[config.mk]
export PLATFORM = sky130hd
export DESIGN_NAME = alarm_mode_controller
export DESIGN_NICKNAME = d
export VERILOG_FILES = /design/src/rtl/alarm_mode_controller.sv
export SDC_FILE = /design/constraint.sdc
export NUM_CORES = 1
export LEC_CHECK = 0
export BUFFER_PORTS_ARGS = -buffer_cell sky130_fd_sc_hd__buf_2
export CAP_MARGIN = 10
export CORE_MARGIN = 10
export CORE_UTILIZATION = 49
export CTS_CLUSTER_DIAMETER = 200
export CTS_CLUSTER_SIZE = 20
export DETAILED_ROUTE_END_ITERATION = 8
export GPL_TIMING_DRIVEN = 0
export PLACE_DENSITY = 0.77
export SYNTH_ARGS = -nofsm -noshare
export SYNTH_HDL_FRONTEND = slang
export SYNTH_SLANG_ARGS = --single-unit
[constraint.sdc]
create_clock -name clock -period 2.22 [get_ports clock]
set_input_delay 0.333 -clock clock [delete_from_list [all_inputs] [get_ports clock]]
set_output_delay 0.333 -clock clock [all_outputs]
set_load 0.02 [all_outputs]
[src/rtl/alarm_mode_controller.sv]
// ---------------------------------------------------------------------------
// alarm_mode_controller
//   Mode/sequencing FSM of the alarm clock. It edge-detects keypad digits,
//   assembles a 4-digit HH:MM entry in key_buffer, abandons stale entries
//   after TIMEOUT_SEC seconds of inactivity, and issues one-cycle load
//   strobes for the current-time counter and the alarm register. It also
//   drives the display-mux selects.
//
// Ports
//   clock         in   1   system clock, rising edge
//   reset         in   1   asynchronous, active-high
//   one_second    in   1   single-cycle one-second tick
//   key           in   4   keypad code: 0-9 digit, anything above 9 = no key
//   alarm_button  in   1   level: set alarm (entry) / show alarm (idle)
//   time_button   in   1   level: set current time (entry)
//   key_buffer    out  16  {ms_hr, ls_hr, ms_min, ls_min}
//   load_new_c    out  1   strobe: load key_buffer into current-time counter
//   load_new_a    out  1   strobe: load key_buffer into alarm register
//   show_a        out  1   display shows the alarm time
//   show_new_time out  1   display shows key_buffer
//   entry_error   out  1   strobe: entry rejected as out of range
// ---------------------------------------------------------------------------
module alarm_mode_controller #(
   parameter int unsigned TIMEOUT_SEC = 10,
   parameter logic [3:0]  NOKEY       = 4'd10
) (
   input  logic        clock,
   input  logic        reset,
   input  logic        one_second,
   input  logic [3:0]  key,
   input  logic        alarm_button,
   input  logic        time_button,
   output logic [15:0] key_buffer,
   output logic        load_new_c,
   output logic        load_new_a,
   output logic        show_a,
   output logic        show_new_time,
   output logic        entry_error
);

   localparam int unsigned      CNT_W   = $clog2(TIMEOUT_SEC + 1);
   localparam logic [CNT_W-1:0] TO_MAX  = CNT_W'(TIMEOUT_SEC);
   localparam logic [CNT_W-1:0] TO_LAST = CNT_W'(TIMEOUT_SEC - 1);

   typedef enum logic [2:0] {
      SHOW_TIME  = 3'd0,
      KEY_STORED = 3'd1,
      KEY_WAITED = 3'd2,
      KEY_ENTRY  = 3'd3,
      SET_ALARM  = 3'd4,
      SET_TIME   = 3'd5,
      SHOW_ALARM = 3'd6
   } state_t;

   state_t           state, state_nxt;
   logic [3:0]       key_p1;
   logic             vld_p0, vld_p1;
   logic             key_event;
   logic             timeout_hit;
   logic [CNT_W-1:0] timeout_cnt;
   logic             buffer_ok;

   // HH:MM range check; 24:00 and above are rejected.
   function automatic logic entry_in_range(input logic [15:0] b);
      logic [3:0] ms_hr, ls_hr, ms_min, ls_min;
      ms_hr  = b[15:12];
      ls_hr  = b[11:8];
      ms_min = b[7:4];
      ls_min = b[3:0];
      entry_in_range = (ms_hr <= 4'd2) &&
                       (ls_hr <= ((ms_hr == 4'd2) ? 4'd3 : 4'd9)) &&
                       (ms_min <= 4'd5) &&
                       (ls_min <= 4'd9);
   endfunction

   // p0: raw keypad code; p1: previous-cycle sample. The p1 sample also
   // carries the accepted digit into the KEY_STORED cycle, so a digit
   // pressed for a single cycle is still shifted in correctly.
   assign vld_p0    = (key <= 4'd9);
   assign vld_p1    = (key_p1 <= 4'd9);
   assign key_event = vld_p0 && !vld_p1;

   // >= rather than == so a tick that lands while the counter has already
   // reached its limit (release and timeout in the same cycle) still expires.
   assign timeout_hit = one_second && (timeout_cnt >= TO_LAST);

   assign buffer_ok = entry_in_range(key_buffer);

   always_comb begin
      state_nxt     = state;
      load_new_c    = 1'b0;
      load_new_a    = 1'b0;
      entry_error   = 1'b0;
      show_a        = 1'b0;
      show_new_time = 1'b0;
      case (state)
         SHOW_TIME: begin
            if (alarm_button)   state_nxt = SHOW_ALARM;
            else if (key_event) state_nxt = KEY_STORED;
         end
         KEY_STORED: begin
            show_new_time = 1'b1;
            state_nxt     = KEY_WAITED;
         end
         KEY_WAITED: begin
            show_new_time = 1'b1;
            if (!vld_p0)          state_nxt = KEY_ENTRY;
            else if (timeout_hit) state_nxt = SHOW_TIME;
         end
         KEY_ENTRY: begin
            show_new_time = 1'b1;
            if (alarm_button)     state_nxt = SET_ALARM;
            else if (time_button) state_nxt = SET_TIME;
            else if (key_event)   state_nxt = KEY_STORED;
            else if (timeout_hit) state_nxt = SHOW_TIME;
         end
         SET_ALARM: begin
            show_new_time = 1'b1;
            load_new_a    = buffer_ok;
            entry_error   = !buffer_ok;
            state_nxt     = SHOW_TIME;
         end
         SET_TIME: begin
            show_new_time = 1'b1;
            load_new_c    = buffer_ok;
            entry_error   = !buffer_ok;
            state_nxt     = SHOW_TIME;
         end
         SHOW_ALARM: begin
            show_a = 1'b1;
            if (!alarm_button) state_nxt = SHOW_TIME;
         end
         default: state_nxt = SHOW_TIME;
      endcase
   end

   always_ff @(posedge clock or posedge reset) begin
      if (reset) begin
         state       <= SHOW_TIME;
         key_p1      <= NOKEY;
         timeout_cnt <= '0;
         key_buffer  <= 16'h0000;
      end else begin
         state  <= state_nxt;
         key_p1 <= key;

         // The counter only runs while an entry is pending; every other
         // state (including KEY_STORED) holds it at zero.
         if ((state == KEY_WAITED) || (state == KEY_ENTRY)) begin
            if (one_second && (timeout_cnt < TO_MAX))
               timeout_cnt <= timeout_cnt + 1'b1;
         end else begin
            timeout_cnt <= '0;
         end

         // Any return to SHOW_TIME (commit, error, timeout) discards the entry.
         if (state_nxt == SHOW_TIME)
            key_buffer <= 16'h0000;
         else if (state == KEY_STORED)
            key_buffer <= {key_buffer[11:0], key_p1};
      end
   end

endmodule

==> impl_metrics.ini <==
[yosys]
synthDistinctLibCells = 41
synthArstFlopShare = 1.000
yosysSeqAreaShare = 0.4472
synth_flop_cell = dfrtp_1
synthAdderAreaFrac = 0.04125
synth-compound-area-share = 0.1873
syn-cell-area_sq_um = 1516
synth_xor_area_frac = 0.01155
ys_warn_count = 0
syn_nets = 152
syn_inst = 138
synth_top_family_by_area = compound AO/OA/AOI/OAI gates
synth_seq_cells = 27
synth_area_per_cell_sq_um = 10.99
synthMuxAreaShare = 0.1056
yosys.area_share.simple = 0.1452
synth_enable_flop_cells = 0

[cells_and_area]
fill_cells = 250
syn_to_final_growth_pct = 22.94
antennaDiodeCount = 0
drive_gt1_frac = 0.4244
nets = 187
layout_commonest_cell = buf_2
fin_area_sq_um = 1864
most-common-layout-cells = 25 x buf_2, 23 x dfrtp_1, 16 x mux2i_1, 10 x a21oi_2, 9 x a21oi_1

[run]
drv_cap = 0

[sta]
fin_crit_ps = 2706
worst_slew_pin_slew_ps = 993.6
post-route-period-util = 1.219
fmax_mhz = 369.6
fin_ws_ps = -485.6
finalHoldViolCount = 0
setup_tns_ps = -1425
clock-skew-final_ps = 5.000
finalMaxSlewViolations = 0
slew_headroom = 0.3369
finalSetupViolations = 3
rsz0062_at_grt = yes

[critical_path]
crit_buf_inv = 1
cp_cell_sequence = or4b_4, ha_4, or2_4, a21oi_4, o2111ai_4, nor2b_4, buf_6
end_kind = output pin
critPathKind = reg -> out
worst_path_largest_cell_delay_ps = 570
cp.arrival_ps = 2370
cp.required_ps = 1890
crit_family = simple AND/OR/NAND/NOR gates
cp_slowest_cell = or4b_4
path_max_fanout = 3
start_kind = flop

[die]
io-pin-count = 30
row_count = 20
core_sq_um = 3003
die_x_um = 75.63
die-area_sq_um = 5720
die_h_um = 75.63
start_util = 0.5050

[power]
ir_drop_uv = 637.5
pwr_density_cell_nw_per_um2 = 1067
p_leak_nw = 0.8256

[outcome]
status = complete, but fails checks
violations = setup timing

[placed_design]
place.gp.congestion = 0.7253
place.detailed.hpwl_um = 2626
placedInstanceArea_sq_um = 1783
numPortBuffers = 28

[global_route]
antenna_found_initial = 0
first_global_vias = 1167
grt_pass1_wl_um = 5637
grt_max_degree = 28
grt_usage = 0.1280
gr-total-overflow = 0

[detailed_routing]
finalWirelength_um = 3441
drtAntennaViolNets = 0
drt-vias-per-instance = 5.673
route.detailed.drc = 0
drtIter0Drc = 87
vias = 1163
routedWlPerCell_um = 16.79
first_pass_iters = 4

[clock_network]
clock_latency_ps = 320
cts_max_path_buffers = 2
clkTransAtPathRegs_ps = 140
clock-sinks = 27
cts-root-buf = clkbuf_4
cts_tree = yes
cts_made_buffers = 3
cts_htree_levels = 1

[worst_hold_path]
hp-class = in -> reg
registers in the layout (all words and copies together), names as in the netlist:
register     cells
key_buffer      16
timeout_cnt      4
key_p1           4
state            3
worst paths after layout:
| path | cells past startpoint | startpoint | to | slack (ps) |
|---|---|---|---|---|
| max | 7 | key_buffer[12]$_DFFE_PP0P_ | entry_error | -490 |
| min | 1 | key[3] | key_p1[3]$_DFF_PP1_ | 100 |
| max in group asynchronous | 2 | reset | key_buffer[14]$_DFFE_PP0P_ | 1330 |
| min in group asynchronous | 2 | reset | key_buffer[3]$_DFFE_PP0P_ | 220 |
| max reg2reg | 7 | timeout_cnt[1]$_DFFE_PP0P_ | key_buffer[9]$_DFFE_PP0P_ | 150 |
| min reg2reg | 2 | key_p1[0]$_DFF_PP0_ | key_buffer[0]$_DFFE_PP0P_ | 560 |
cell families (layout without fill, tap and decap cells):
logic type	count (synthesis)	after routing
simple gates	33	33
xor+xnor	2	2
fa+ha+maj	5	5
buf+inv	17	51
mux	16	16
flops	27	27
compound gates	38	38
power breakdown:
| part | switching, W | total [W] | internal [W] | leakage, nW |
|---|---|---|---|---|
| clock network | 0.000138 | 0.000206 | 0.0000674 | 0.0177 |
| registers | 0.0000846 | 0.000666 | 0.000581 | 0.355 |
| logic | 0.000686 | 0.00112 | 0.000431 | 0.453 |
| total | 0.000909 | 0.00199 | 0.00108 | 0.826 |
final cells by class:
class	count	area (sq um)	share of cell area
repair buffers	30	173.9	0.09329
multi-input cells	94	847.1	0.4544
flip-flops and latches	27	680.7	0.3651
clock buffers	3	22.52	0.01208
well taps	33	41.29	0.02215
inverters	9	33.78	0.01812
plain buffers	8	60.06	0.03221
clock inverters	1	5.005	0.002685
cells in the mapped netlist, types with 2 or more instances:
cell type | count | area share
buf_6 | 2 | 0.015
o21ai_0 | 6 | 0.020
ha_1 | 5 | 0.041
dfrtp_1 | 25 | 0.41
nor2_1 | 6 | 0.015
dfstp_2 | 2 | 0.035
a41oi_1 | 2 | 0.012
nand2_1 | 5 | 0.012
xnor2_1 | 2 | 0.012
a21oi_2 | 10 | 0.058
or2_2 | 2 | 0.0082
buf_4 | 4 | 0.020
a21oi_1 | 10 | 0.033
nand3_1 | 2 | 0.0066
clkbuf_1 | 2 | 0.0050
inv_1 | 9 | 0.022
nand2b_1 | 3 | 0.012
mux2i_1 | 16 | 0.11
nor3_1 | 3 | 0.0099
what timing repair did:
item,CTS,global route
gates resized for setup,9,0
setup buffers,2,0
pin swaps,7,1
setup endpoints to repair,3,3
hold buffers,0,0
routing by layer:
metal  track usage  vias up  part of all wire
li1              -      572                 -
met1        0.1612      563              0.45
met2        0.2153       26              0.50
met3       0.02604        2             0.045
met4       0.03711        0            0.0055
met5             0        -                 0
stage by stage:
stage	cells	total power, W	util	hold WS, ps	setup slack (ps)
floorplan	138	0.001529	-	337.5	-143.5
global placement	199	0.001742	0.5938	443.0	-184.5
detailed placement	199	0.001783	0.5938	447.4	-233.6
CTS	205	0.002012	0.6208	84.71	-536.4
global route	205	0.002134	0.6208	74.67	-597.9
finish	205	0.001989	0.6208	99.79	-485.6
Note: power is estimated with default switching activity, not from simulation.
